===== src/rtl/dmaster_st_pkg.sv =====
// Shared definitions for the dmaster byte-stream path: the channel-filter FSM
// state encoding and the parameter-legality check used at elaboration.
package dmaster_st_pkg;

    typedef enum logic [1:0] {
        ST_IDLE = 2'd0,
        ST_PASS = 2'd1,
        ST_DROP = 2'd2
    } fsm_state_e;

    function automatic bit params_legal(input int in_w, input int out_w, input int max_ch);
        return (out_w >= 1) && (out_w <= in_w) && (out_w <= 30) &&
               (max_ch >= 0) && (max_ch < (32'sd1 <<< out_w));
    endfunction

endpackage


===== src/rtl/dmaster_st_skid_buffer.sv =====
// Two-entry buffer with a registered ready; entry 0 drives the output directly
// so every out_* bit comes straight from a flop.
module dmaster_st_skid_buffer #(
    parameter int PAYLOAD_W = 8
) (
    input  logic                 clk,
    input  logic                 reset_n,
    input  logic                 push,
    input  logic [PAYLOAD_W-1:0] push_payload,
    output logic                 push_ready,
    input  logic                 out_ready,
    output logic                 out_valid,
    output logic [PAYLOAD_W-1:0] out_payload
);

    logic                 valid0_r, valid1_r, ready_r;
    logic [PAYLOAD_W-1:0] entry0_r, entry1_r;
    logic                 valid0_next_s, valid1_next_s, pop_s;
    logic [PAYLOAD_W-1:0] entry0_next_s, entry1_next_s;

    assign pop_s       = valid0_r && out_ready;
    assign push_ready  = ready_r;
    assign out_valid   = valid0_r;
    assign out_payload = entry0_r;

    // Next occupancy and entry contents; entry 1 always shifts toward the head.
    always_comb begin
        valid0_next_s = valid0_r;
        valid1_next_s = valid1_r;
        entry0_next_s = entry0_r;
        entry1_next_s = entry1_r;
        if (push && pop_s) begin
            if (valid1_r) begin
                entry0_next_s = entry1_r;
                entry1_next_s = push_payload;
            end else begin
                entry0_next_s = push_payload;
            end
        end else if (pop_s) begin
            entry0_next_s = entry1_r;
            valid0_next_s = valid1_r;
            valid1_next_s = 1'b0;
        end else if (push) begin
            if (!valid0_r) begin
                entry0_next_s = push_payload;
                valid0_next_s = 1'b1;
            end else begin
                entry1_next_s = push_payload;
                valid1_next_s = 1'b1;
            end
        end else begin
            valid0_next_s = valid0_r;
        end
    end

    // Entry storage plus ready, which is low only while both entries are held.
    always_ff @(posedge clk or negedge reset_n) begin
        if (!reset_n) begin
            valid0_r <= 1'b0;
            valid1_r <= 1'b0;
            ready_r  <= 1'b0;
            entry0_r <= {PAYLOAD_W{1'b0}};
            entry1_r <= {PAYLOAD_W{1'b0}};
        end else begin
            valid0_r <= valid0_next_s;
            valid1_r <= valid1_next_s;
            ready_r  <= !(valid0_next_s && valid1_next_s);
            entry0_r <= entry0_next_s;
            entry1_r <= entry1_next_s;
        end
    end

endmodule


===== src/rtl/dmaster_st_channel_filter.sv =====
// Packet-aware Avalon-ST channel filter: the channel is judged at SOP and the
// whole packet is forwarded or dropped, with drop counting and orphan detection.
module dmaster_st_channel_filter
    import dmaster_st_pkg::*;
#(
    parameter int DATA_W        = 8,
    parameter int IN_CHANNEL_W  = 8,
    parameter int OUT_CHANNEL_W = 1,
    parameter int MAX_CHANNEL   = 0,
    parameter int CNT_W         = 16
) (
    input  logic                     clk,
    input  logic                     reset_n,
    output logic                     in_ready,
    input  logic                     in_valid,
    input  logic [DATA_W-1:0]        in_data,
    input  logic [IN_CHANNEL_W-1:0]  in_channel,
    input  logic                     in_startofpacket,
    input  logic                     in_endofpacket,
    input  logic                     out_ready,
    output logic                     out_valid,
    output logic [DATA_W-1:0]        out_data,
    output logic [OUT_CHANNEL_W-1:0] out_channel,
    output logic                     out_startofpacket,
    output logic                     out_endofpacket,
    output logic [CNT_W-1:0]         drop_count,
    output logic                     orphan_err,
    input  logic                     stat_clear
);

    localparam int PAYLOAD_W = DATA_W + OUT_CHANNEL_W + 2;

    if (!params_legal(IN_CHANNEL_W, OUT_CHANNEL_W, MAX_CHANNEL)) begin : g_param_check
        $error("dmaster_st_channel_filter: illegal channel parameters");
    end

    fsm_state_e               state_r, state_next_s;
    logic [OUT_CHANNEL_W-1:0] chan_r, chan_next_s;
    logic                     accept_s, chan_ok_s, push_s, drop_inc_s, orphan_set_s;
    logic [PAYLOAD_W-1:0]     push_payload_s, out_payload_s;
    logic [CNT_W-1:0]         drop_count_r;
    logic                     orphan_err_r;

    assign accept_s       = in_valid && in_ready;
    assign chan_ok_s      = (in_channel <= IN_CHANNEL_W'(MAX_CHANNEL));
    assign push_payload_s = {in_data, chan_next_s, in_startofpacket, in_endofpacket};

    // Packet FSM: SOP always restarts the decision; mid-packet channel is ignored.
    always_comb begin
        state_next_s = state_r;
        chan_next_s  = chan_r;
        push_s       = 1'b0;
        drop_inc_s   = 1'b0;
        orphan_set_s = 1'b0;
        if (accept_s) begin
            if (in_startofpacket) begin
                if (chan_ok_s) begin
                    push_s       = 1'b1;
                    chan_next_s  = in_channel[OUT_CHANNEL_W-1:0];
                    state_next_s = in_endofpacket ? ST_IDLE : ST_PASS;
                end else begin
                    drop_inc_s   = 1'b1;
                    state_next_s = in_endofpacket ? ST_IDLE : ST_DROP;
                end
            end else begin
                case (state_r)
                    ST_PASS: begin
                        push_s       = 1'b1;
                        state_next_s = in_endofpacket ? ST_IDLE : ST_PASS;
                    end
                    ST_DROP: begin
                        state_next_s = in_endofpacket ? ST_IDLE : ST_DROP;
                    end
                    ST_IDLE: begin
                        orphan_set_s = 1'b1;
                    end
                    default: begin
                        state_next_s = ST_IDLE;
                    end
                endcase
            end
        end else begin
            state_next_s = state_r;
        end
    end

    // FSM state and the channel latched at SOP.
    always_ff @(posedge clk or negedge reset_n) begin
        if (!reset_n) begin
            state_r <= ST_IDLE;
            chan_r  <= {OUT_CHANNEL_W{1'b0}};
        end else begin
            state_r <= state_next_s;
            chan_r  <= chan_next_s;
        end
    end

    // Debug statistics; clear wins over a same-cycle increment or set.
    always_ff @(posedge clk or negedge reset_n) begin
        if (!reset_n) begin
            drop_count_r <= {CNT_W{1'b0}};
            orphan_err_r <= 1'b0;
        end else if (stat_clear) begin
            drop_count_r <= {CNT_W{1'b0}};
            orphan_err_r <= 1'b0;
        end else begin
            if (drop_inc_s && (drop_count_r != {CNT_W{1'b1}})) begin
                drop_count_r <= drop_count_r + {{(CNT_W-1){1'b0}}, 1'b1};
            end
            if (orphan_set_s) begin
                orphan_err_r <= 1'b1;
            end
        end
    end

    assign drop_count = drop_count_r;
    assign orphan_err = orphan_err_r;

    dmaster_st_skid_buffer #(
        .PAYLOAD_W (PAYLOAD_W)
    ) u_skid (
        .clk          (clk),
        .reset_n      (reset_n),
        .push         (push_s),
        .push_payload (push_payload_s),
        .push_ready   (in_ready),
        .out_ready    (out_ready),
        .out_valid    (out_valid),
        .out_payload  (out_payload_s)
    );

    assign {out_data, out_channel, out_startofpacket, out_endofpacket} = out_payload_s;

endmodule


===== config.mk =====
export PLATFORM = sky130hd
export DESIGN_NAME = dmaster_st_channel_filter
export DESIGN_NICKNAME = d
export VERILOG_FILES = /design/src/rtl/dmaster_st_pkg.sv /design/src/rtl/dmaster_st_skid_buffer.sv /design/src/rtl/dmaster_st_channel_filter.sv
export SDC_FILE = /design/constraint.sdc
export NUM_CORES = 1
export LEC_CHECK = 0
export ABC_CLOCK_PERIOD_IN_PS = 3400
export BUFFER_PORTS_ARGS = -buffer_cell sky130_fd_sc_hd__buf_2
export CAP_MARGIN = 5
export CORE_ASPECT_RATIO = 1.25
export CORE_MARGIN = 2
export CORE_UTILIZATION = 59
export DETAILED_ROUTE_END_ITERATION = 6
export HOLD_SLACK_MARGIN = 0.15
export PLACE_DENSITY = 0.85
export SLEW_MARGIN = 10
export SYNTH_ARGS = -nofsm -noshare
export SYNTH_HDL_FRONTEND = slang
export SYNTH_HIERARCHICAL = 1
export SYNTH_SLANG_ARGS = --single-unit
export TNS_END_PERCENT = 1

===== constraint.sdc =====
create_clock -name clk -period 3.4 [get_ports clk]
set_input_delay 0.17 -clock clk [delete_from_list [all_inputs] [get_ports clk]]
set_output_delay 0.17 -clock clk [all_outputs]
set_load 0.01 [all_outputs]

==> results_dict.tcl, run 1 <==
set metrics [dict create \
    status "completed" \
    path_cells "buf_2 -> or4_4 -> nor2_1 -> mux2i_1 -> nor2_2 -> buf_4 -> nand3_1 -> mux2_2" \
    synthesis.instances 249 \
    async_flop_share 1.00 \
    nets 331 \
    crit_arrival_ns 2.48 \
    via_count 2175 \
    peakVddDrop_mv 0.324 \
    cellPowerDensity_mw_per_mm2 421 \
    cts_inserted_buffers 5 \
    chipHeight_um 77.4 \
    max-slew-margin-rel 0.330 \
    switching_share 0.250 \
    combinational_family_with_the_most_area_after_synthesis "simple AND/OR/NAND/NOR gates" \
    remaining_drc_errors 0 \
    layout.area.seq_mm2 0.00113 \
    rows 26 \
    cp_launch_type "primary input" \
    drv_cap 0 \
    synth_seq_area_share 0.442 \
    p_switching_mw 0.320 \
    first_pass_grt_wire_length_um 9610 \
    power.share.clock 0.372 \
    drt_pre_antenna_iters 5 \
    gpl.final_weighted_congestion 0.772 \
    mappedNetlistArea_mm2 0.00254 \
    critical_path.max_stage_delay_ns 0.57 \
    worst_setup_path_end_kind "flip-flop" \
    worstMarginPinSlew_ns 1.01 \
    postRouteWirelength_um 5470 \
    synthesis.nets 276 \
    ant_nets 0 \
    antenna_cells_inserted 0 \
    floorplan.die_area_mm2 0.00486 \
    grt_usage 0.245 \
    crit_required_ns 3.59 \
    timing.final.max_slew_violations 0 \
    syn_to_final_growth_pct 19.3 \
    timing.final.crit_period_ns 2.29 \
    grt-ovfl-total 0 \
    dpl_hpwl_um 3670 \
    final-hold-violation-count 0 \
    die_x_um 62.7 \
    grt_setup_unrepaired "no" \
    worstSetupPathType "primary input to flip-flop" \
    clkSlewWorstSetupHoldPaths_ns 0.08 \
    cts.repair_timing.setup_buffer_count 0 \
    xor_xnor_cell_area_share_of_the_yosys_netlist 0 \
    yosysUniqueCellTypes 46 \
    grt_start_max_net_pins 46 \
    ctsLongestPathBuffers 2 \
    fmaxAchievable_ghz 0.436 \
    num-fill-cells 320 \
    drive_above_1_share 0.272 \
    synth_warnings 6 \
    synth.avg_cell_area_um2 10.2 \
    power_leakage_nw 1.39 \
    minimum_hold_slack_ns 0.233 \
    timing.critical_path.max_delay_family "simple AND/OR/NAND/NOR gates" \
    multi_input_comb_area_mm2 0.00132 \
    ys_ff_latch 45 \
    ioPinCount 53 \
    synth_adder_area_share 0.0197 \
    p_int_mw 0.960 \
    finalSetupViolCount 0 \
    drtIter0Drc 164 \
    mux_share_of_post_synthesis_cell_area 0.133 \
    worst_hold_path_type "primary input to flip-flop" \
    antenna_found_initial 0 \
    crit_slowest_cell "sky130_fd_sc_hd__or4_4" \
    cp.buffers_inverters 2 \
    htree_levels 2 \
    worstPathMaxFanout 16 \
    port_buffers 52 \
    cts_num_sinks 45 \
    synth_compound_area_frac 0.139 \
    core_region_area_mm2 0.00413 \
    clock_tree_from_tritoncts "yes" \
    cts.root.buffer_cell "sky130_fd_sc_hd__clkbuf_8" \
    synth_simple_gate_area_frac 0.224 \
    comb_power_share 0.153 \
    fin_skew_ns 0.00894 \
    grt_pass1_vias 2166 \
    primary_ff_master_synth "sky130_fd_sc_hd__dfrtp_1" \
    min_period_over_period 0.674 \
    fin_tns_setup_ns 0 \
    worst_skew_pair.late_latency_ns 0.30 \
    initial_utilization 0.616 \
    average_detailed_routed_wire_length_per_instance_um 15.1 \
    synth_edf_count 0 \
    drt-vias-per-instance 6.02 \
    pwr-share-seq 0.475 \
]
## repair_timing
item / 4_1_cts / 5_1_grt
hold buffers: 10 / 0
endpoints found under the hold margin: 55 / 0
resized for setup: 0 / 0
## sequential cells by signal (all words and copies together), names as in the netlist
register	cells
u_skid/push_ready	1
u_skid/valid1_r	1
state_r	2
orphan_err	1
drop_count	16
u_skid/out_valid	1
u_skid/entry1_r	11
chan_r	1
u_skid/out_payload	11
## logic make-up after synthesis
logic type      Yosys count
fa+ha+maj                 4
mux                      31
simple gates            101
compound gates           48
flops                    45
buf+inv                  20
## routing by layer
layer,vias up,track usage,wire (um)
met5,-,0,0
met4,0,0.0556,51
met3,5,0.0478,249
met2,59,0.452,2920
met1,1075,0.294,2250
li1,1036,-,-
## per-stage QoR
step	setup WS [ns]	instances	area, um2	power [mW]	utilization
after detailed placement	0.772	343	2800	0.805	0.678
final	1.11	361	3040	1.28	0.735
after CTS	1.09	361	3040	1.29	0.735
after global routing	0.933	361	3040	1.34	0.735
after floorplan	1.39	249	2540	0.720	-
after global placement	0.789	343	2800	0.799	0.678
## worst reg2reg max path, cell delays in order (launching register included)
cell	delay (ns)
sky130_fd_sc_hd__dfrtp_1	0.40
sky130_fd_sc_hd__inv_1	0.08
sky130_fd_sc_hd__ha_1	0.14
sky130_fd_sc_hd__mux2i_1	0.09
sky130_fd_sc_hd__nor2_2	0.14
sky130_fd_sc_hd__buf_4	0.25
sky130_fd_sc_hd__nand3_1	0.47
sky130_fd_sc_hd__mux2_2	0.47
## cell usage after synthesis, types with 2 or more instances
library cell / n / area (um2)
sky130_fd_sc_hd__nor3_1: 2 / 10.0
sky130_fd_sc_hd__and4_1: 3 / 26.3
sky130_fd_sc_hd__a221o_1: 11 / 110
sky130_fd_sc_hd__nand2b_1: 3 / 18.8
sky130_fd_sc_hd__a21oi_1: 8 / 40.0
sky130_fd_sc_hd__nand3_1: 8 / 40.0
sky130_fd_sc_hd__inv_1: 4 / 15.0
sky130_fd_sc_hd__nand3b_1: 11 / 82.6
sky130_fd_sc_hd__nor4_1: 3 / 18.8
sky130_fd_sc_hd__or4_1: 5 / 37.5
sky130_fd_sc_hd__clkbuf_1: 4 / 15.0
sky130_fd_sc_hd__ha_1: 4 / 50.1
sky130_fd_sc_hd__mux2_2: 12 / 135
sky130_fd_sc_hd__or3_1: 2 / 12.5
sky130_fd_sc_hd__mux2i_1: 12 / 120
sky130_fd_sc_hd__o41ai_1: 2 / 17.5
sky130_fd_sc_hd__o21ai_0: 9 / 45.0
sky130_fd_sc_hd__o21ai_1: 5 / 25.0
sky130_fd_sc_hd__and3_1: 4 / 25.0
sky130_fd_sc_hd__mux2_1: 6 / 67.6
sky130_fd_sc_hd__buf_4: 2 / 15.0
sky130_fd_sc_hd__buf_2: 7 / 35.0
sky130_fd_sc_hd__dfrtp_1: 45 / 1130
sky130_fd_sc_hd__or4_4: 2 / 22.5
sky130_fd_sc_hd__nor2_1: 21 / 78.8
sky130_fd_sc_hd__nand2_1: 21 / 78.8
sky130_fd_sc_hd__o31ai_1: 6 / 45.0
sky130_fd_sc_hd__nor2b_1: 8 / 50.1
sky130_fd_sc_hd__buf_6: 2 / 22.5
## cell type report
class / count / area share
clock inverters: 3 / 0.0214
well taps: 56 / 0.0231
clock buffers: 5 / 0.0227
flip-flops and latches: 45 / 0.371
inverters: 4 / 0.00495
repair buffers: 64 / 0.124
multi-input cells: 184 / 0.433
## layout by cell type, fill, tap and decap left out, types with 3 or more instances in the layout
| cell type | n |
|---|---|
| sky130_fd_sc_hd__a21oi_1 | 8 |
| sky130_fd_sc_hd__a221o_1 | 11 |
| sky130_fd_sc_hd__and3_1 | 4 |
| sky130_fd_sc_hd__and4_1 | 3 |
| sky130_fd_sc_hd__buf_2 | 52 |
| sky130_fd_sc_hd__clkbuf_8 | 5 |
| sky130_fd_sc_hd__dfrtp_1 | 45 |
| sky130_fd_sc_hd__dlygate4sd3_1 | 10 |
| sky130_fd_sc_hd__ha_1 | 4 |
| sky130_fd_sc_hd__inv_1 | 4 |
| sky130_fd_sc_hd__mux2_1 | 6 |
| sky130_fd_sc_hd__mux2_2 | 12 |
| sky130_fd_sc_hd__mux2i_1 | 12 |
| sky130_fd_sc_hd__nand2_1 | 21 |
| sky130_fd_sc_hd__nand2b_1 | 3 |
| sky130_fd_sc_hd__nand3_1 | 8 |
| sky130_fd_sc_hd__nand3b_1 | 11 |
| sky130_fd_sc_hd__nor2_1 | 20 |
| sky130_fd_sc_hd__nor2b_1 | 8 |
| sky130_fd_sc_hd__nor4_1 | 3 |
| sky130_fd_sc_hd__o21ai_0 | 9 |
| sky130_fd_sc_hd__o21ai_1 | 5 |
| sky130_fd_sc_hd__o31ai_1 | 6 |
| sky130_fd_sc_hd__or4_1 | 5 |
## power groups by stage
stage / Clock (mW) / Combinational, mW / Sequential [mW]
2_1_floorplan: 0 / 0.0917 / 0.629
3_3_place_gp: 0 / 0.182 / 0.617
3_5_place_dp: 0 / 0.187 / 0.617
4_1_cts: 0.487 / 0.197 / 0.608
5_1_grt: 0.503 / 0.220 / 0.614
6_report: 0.476 / 0.195 / 0.608
## path summary, 6_finish.rpt
| path | from | to | slack [ns] | cells past startpoint |
|---|---|---|---|---|
| setup reg to reg | state_r[1] | u_skid/entry1_r[8] | 1.24 | 7 |
| hold / removal | in_startofpacket | u_skid/entry1_r[1] | 0.23 | 2 |
| max in group asynchronous | reset_n | u_skid/out_payload[2] | 2.20 | 2 |
| min in group asynchronous | reset_n | drop_count[12] | 0.58 | 2 |
| setup / recovery | in_channel[4] | u_skid/entry1_r[8] | 1.11 | 8 |
| hold reg to reg | u_skid/entry1_r[9] | u_skid/entry1_r[9] | 0.51 | 1 |
Note: power is estimated with default switching activity, not from simulation.
==> run 2: changes to the inputs <==
Settings changed: ABC_CLOCK_PERIOD_IN_PS 3400 to 2200, CORE_UTILIZATION 59 to 55, PLACE_DENSITY 0.85 to 0.8.
Clock period 3.4 ns to 2.2 ns, I/O delays scaled along.
==> run 2 against run 1 <==
  * Wire length up 4.4%
  * Sequential share of layout area down 0.63 points
  * Sequential power up 54%
  * Combinational power up 61%
  * Total power up 49%
  * Clock skew down 0.0016 ns
  * Count of clock-buffer cells in the layout up 2
  * Setup slack worse by 0.86 ns
  * Final cell count up 3.0%
  * Non-clock buffer count up 9
  * Clock power up 36%
  * Die area up 6.8%
==> results_dict.tcl, run 2 (synthesized netlist as in run 1, its figures left out) <==
set metrics [dict create \
    status "completed" \
    layout.cells.most_common_list "sky130_fd_sc_hd__buf_2 (52), sky130_fd_sc_hd__dfrtp_1 (45), sky130_fd_sc_hd__nand2_1 (21)" \
    core_region_area_mm2 0.00443 \
    pwr-share-seq 0.494 \
    worst_hold_path_type "primary input to flip-flop" \
    switching_share 0.260 \
    drt-vias-per-instance 5.78 \
    grt_setup_unrepaired "no" \
    final-instance-count-excl-fill 372 \
    comb_power_share 0.165 \
    cts_num_sinks 45 \
    first_pass_grt_wire_length_um 9690 \
    dpl.cell_count 354 \
    drtIter0Drc 142 \
    crit_required_ns 2.38 \
    finalSetupViolCount 0 \
    max_ffs_per_register 16 \
    antenna_cells_inserted 0 \
    cts.root.buffer_cell "sky130_fd_sc_hd__clkbuf_8" \
    dpl_hpwl_um 4040 \
    grt_pass1_vias 2155 \
    via_count 2151 \
    max-slew-margin-rel 0.397 \
    p_int_mw 1.41 \
    min_period_over_period 0.885 \
    power.share.clock 0.341 \
    power_leakage_nw 1.43 \
    cts_inserted_buffers 5 \
    timing.critical_path.max_delay_family "simple AND/OR/NAND/NOR gates" \
    clock_tree_from_tritoncts "yes" \
    crit_arrival_ns 2.13 \
    nets 340 \
    worstMarginPinSlew_ns 0.903 \
    worst_skew_pair.late_latency_ns 0.30 \
    grt_start_max_net_pins 28 \
    final_common_cell "sky130_fd_sc_hd__buf_2" \
    postRouteWirelength_um 5710 \
    p_switching_mw 0.494 \
    ctsLongestPathBuffers 2 \
    fin_skew_ns 0.00730 \
    initial_utilization 0.575 \
    drt_pre_antenna_iters 4 \
    crit_slowest_cell "sky130_fd_sc_hd__dfrtp_1" \
    syn_to_final_growth_pct 21.3 \
    cts_repair_resize_count 0 \
    cp.buffers_inverters 0 \
    port_buffers 52 \
    clkSlewWorstSetupHoldPaths_ns 0.09 \
    timing.final.max_slew_violations 0 \
    htree_levels 2 \
    floorplan.die_area_mm2 0.00519 \
    fmaxAchievable_ghz 0.514 \
    final-hold-violation-count 0 \
    cellPowerDensity_mw_per_mm2 616 \
    average_detailed_routed_wire_length_per_instance_um 15.4 \
    place_ws_ns 0.0129 \
    minimum_hold_slack_ns 0.174 \
    worstSetupPathType "flip-flop to flip-flop" \
    critical_path.max_stage_delay_ns 0.43 \
    peakVddDrop_mv 0.487 \
    fin_tns_setup_ns 0 \
    die_x_um 64.8 \
    chipHeight_um 80.1 \
    antenna_found_initial 0 \
    rows 27 \
    ioPinCount 53 \
    drive_above_1_share 0.290 \
    final.setup.worst_slack_ns 0.253 \
    remaining_drc_errors 0 \
    drv_cap 0 \
    gpl.final_weighted_congestion 0.798 \
    grt-ovfl-total 0 \
    ant_nets 0 \
    worstPathMaxFanout 15 \
    cts_hold_repair.buffers 10 \
    worst_setup_path_end_kind "flip-flop" \
    cp_launch_type "flip-flop" \
    path_cells "ha_1 -> and4_1 -> and4_4 -> nor4_1 -> mux2_1" \
    timing.final.crit_period_ns 1.95 \
    grt_usage 0.238 \
    cts.repair_timing.setup_buffer_count 0 \
]
run 2: changes by cell type in the layout (fill, tap and decap cells not counted), sizes merged:
cell,delta
buf,+9
clkbuf,+2
bufinv,-1
clkinv,-1
run 2: worst paths after layout:
check                                    startpoint                   to  slack [ns]  cells after the start
worst min register to register  u_skid/entry1_r[10]  u_skid/entry1_r[10]        0.51                      1
worst min-delay path               in_startofpacket   u_skid/entry1_r[1]        0.17                      2
max in group asynchronous                   reset_n   u_skid/entry1_r[2]        1.23                      3
worst max-delay path                  drop_count[0]       drop_count[15]        0.25                      5
min in group asynchronous                   reset_n       drop_count[14]        0.37                      2
worst max register to register        drop_count[0]       drop_count[15]        0.25                      5
run 2: metal layers:
metal  up-vias  track usage  part of all wire
met3         8       0.0490             0.047
met5         -            0                 0
li1       1043            -                 -
met1      1040        0.273              0.42
met2        60        0.443              0.52
met4         0       0.0660             0.013
run 2: layout make-up:
class / count / area, um2
Fill cell: 369 / 1340
Multi-Input combinational cell: 184 / 1320
Sequential cell: 45 / 1130
Timing Repair Buffer: 73 / 443
Clock buffer: 7 / 86.3
Tap cell: 58 / 72.6
Clock inverter: 1 / 30.0
Inverter: 4 / 15.0
run 2: metrics by stage:
step	util	cell area (um2)	power, mW
global placement	0.649	2870	1.24
finish	0.698	3090	1.90
CTS	0.698	3090	1.91
floorplan	-	2540	1.11
global route	0.698	3090	1.99
detailed placement	0.649	2870	1.26
run 2: power by group through the flow:
stage | Combinational, mW | Clock (mW) | Sequential, mW
finish | 0.314 | 0.649 | 0.939
CTS | 0.318 | 0.655 | 0.938
floorplan | 0.142 | 0 | 0.972
detailed placement | 0.306 | 0 | 0.951
global placement | 0.290 | 0 | 0.952
global route | 0.352 | 0.687 | 0.948
==> run 3: changes to the inputs <==
Settings changed: CORE_ASPECT_RATIO 1.25 to not set.
==> run 3 against run 2 <==
  * Setup slack worse by 0.072 ns
  * Flip-flop and latch count unchanged
  * Combinational power about the same
  * Wire length up 2.9%
  * Fmax down 3.5%
  * Sequential power about the same
  * Global-route usage up 0.43 points
  * Core utilization up 0.40 points
  * Critical path type is now primary input to flip-flop
  * Largest power group unchanged
  * Highest routed layer unchanged
==> results_dict.tcl, run 3 (synthesized netlist as in run 1, its figures left out) <==
set metrics [dict create \
    cts_inserted_buffers 5 \
    drt-vias-per-instance 5.99 \
    grt_start_max_net_pins 28 \
    fmaxAchievable_ghz 0.496 \
    grt_usage 0.242 \
    place_ws_ns -0.0455 \
    finalInstanceArea_mm2 0.00310 \
    fin_skew_ns 0.00785 \
    cellPowerDensity_mw_per_mm2 642 \
    final.setup.worst_slack_ns 0.182 \
    floorplan.die_area_mm2 0.00519 \
    utilization 0.702 \
    port_buffers 52 \
    cts.root.buffer_cell "sky130_fd_sc_hd__clkbuf_8" \
    drive_above_1_share 0.293 \
    postRouteWirelength_um 5880 \
    timing.final.crit_period_ns 2.02 \
    layout.area.seq_mm2 0.00113 \
    placed_instance_area_mm2 0.00286 \
    max-slew-margin-rel 0.395 \
    crit_required_ns 2.39 \
    crit_arrival_ns 2.20 \
    final-hold-violation-count 0 \
    num-fill-cells 333 \
    clkSlewWorstSetupHoldPaths_ns 0.09 \
    antenna_cells_inserted 0 \
    ioPinCount 53 \
    chipHeight_um 72.0 \
    multi_input_comb_area_mm2 0.00132 \
    ctsLongestPathBuffers 2 \
    syn_to_final_growth_pct 21.7 \
    nets 340 \
    worst_skew_pair.late_latency_ns 0.30 \
    drt_pre_antenna_iters 4 \
    power_leakage_nw 1.44 \
    cts_num_sinks 45 \
    drv_cap 0 \
    timing.rr.start "drop_count[0]" \
    core_region_area_mm2 0.00441 \
    worstMarginPinSlew_ns 0.906 \
    dpl_hpwl_um 3940 \
    hp-start "in_startofpacket" \
    first_pass_grt_wire_length_um 9920 \
    min_period_over_period 0.917 \
    grt_setup_unrepaired "no" \
    worst_hold_path_type "primary input to flip-flop" \
    grt_pass1_vias 2081 \
    clock_tree_from_tritoncts "yes" \
    remaining_drc_errors 0 \
    final_common_cell "sky130_fd_sc_hd__buf_2" \
    antenna_found_initial 0 \
    via_count 2192 \
    max_ffs_per_register 16 \
    initial_utilization 0.577 \
    rows 24 \
    peakVddDrop_mv 0.386 \
    worstSetupPathType "primary input to flip-flop" \
    timing.final.max_slew_violations 0 \
    worstPathMaxFanout 15 \
    average_detailed_routed_wire_length_per_instance_um 16.1 \
    ant_nets 0 \
    gpl.final_weighted_congestion 0.783 \
    cp_launch_type "primary input" \
    status "completed" \
    grt-ovfl-total 0 \
    cts.repair_timing.setup_buffer_count 0 \
    layout.cells.most_common_list "sky130_fd_sc_hd__buf_2 (52), sky130_fd_sc_hd__dfrtp_1 (45), sky130_fd_sc_hd__nand2_1 (21)" \
    htree_levels 2 \
    minimum_hold_slack_ns 0.180 \
    die_x_um 72.0 \
    worst_setup_path_end_kind "flip-flop" \
    drtIter0Drc 130 \
    finalSetupViolCount 0 \
    critical_path.startpoint "in_channel[0]" \
]
run 3: cell types whose count changed in the layout (fill, tap and decap cells not counted):
cell | previous run | this run
sky130_fd_sc_hd__clkinv_2 | 0 | 1
sky130_fd_sc_hd__clkbuf_8 | 6 | 5
sky130_fd_sc_hd__clkbuf_1 | 1 | 0
sky130_fd_sc_hd__bufinv_16 | 1 | 2
run 3: stage by stage:
| step | setup TNS (ns) | cells | power (mW) |
|---|---|---|---|
| final | 0 | 366 | 1.99 |
| after global routing | 0 | 366 | 2.08 |
| after CTS | 0 | 366 | 2.00 |
| after detailed placement | -0.168 | 348 | 1.25 |
| after global placement | 0 | 348 | 1.24 |
| after floorplan | 0 | 249 | 1.11 |
run 3: layer usage:
layer | up-vias | wire length, um | GRT usage
met2 | 55 | 2830 | 0.385
met5 | - | 0 | 0
met4 | 0 | 82 | 0.0839
met3 | 8 | 300 | 0.0486
met1 | 1082 | 2660 | 0.335
li1 | 1047 | - | -
run 3: final timing paths:
kind / to / slack (ns) / cells after the start
min in group asynchronous: u_skid/entry1_r[7] / 0.27 / 2
worst min register to register: u_skid/entry1_r[5] / 0.51 / 1
max in group asynchronous: u_skid/valid1_r / 1.33 / 3
worst min-delay path: u_skid/entry1_r[1] / 0.18 / 2
worst max-delay path: u_skid/out_payload[2] / 0.18 / 9
worst max register to register: drop_count[9] / 0.25 / 5
run 3: what timing repair did:
item	4_1_cts	5_1_grt
resized for setup	0	0
setup endpoints to repair	0	0
hold buffers	10	0
hold endpoints to repair	34	0
run 3: worst max-delay path, stage by stage:
cell	delay (ns)
sky130_fd_sc_hd__buf_2	0.10
sky130_fd_sc_hd__or4_4	0.56
sky130_fd_sc_hd__nor2_1	0.21
sky130_fd_sc_hd__mux2i_1	0.16
sky130_fd_sc_hd__nor2_2	0.20
sky130_fd_sc_hd__buf_4	0.26
sky130_fd_sc_hd__mux2i_1	0.23
sky130_fd_sc_hd__nor2_1	0.08
sky130_fd_sc_hd__a221o_1	0.29
run 3: power breakdown:
group / internal [mW] / leakage [nW] / total [mW] / switching, mW
Clock: 0.451 / 0.0681 / 0.739 / 0.288
Combinational: 0.151 / 0.773 / 0.315 / 0.164
Sequential: 0.887 / 0.595 / 0.936 / 0.0498
Total: 1.49 / 1.44 / 1.99 / 0.502
run 3: layout make-up:
type | instances | share of cell area
timing repair buffer | 73 | 0.143
multi-input combinational | 184 | 0.424
clock inverter | 3 | 0.0210
clock buffer | 5 | 0.0222
sequential | 45 | 0.363
inverter | 4 | 0.00485
tap | 52 | 0.0210
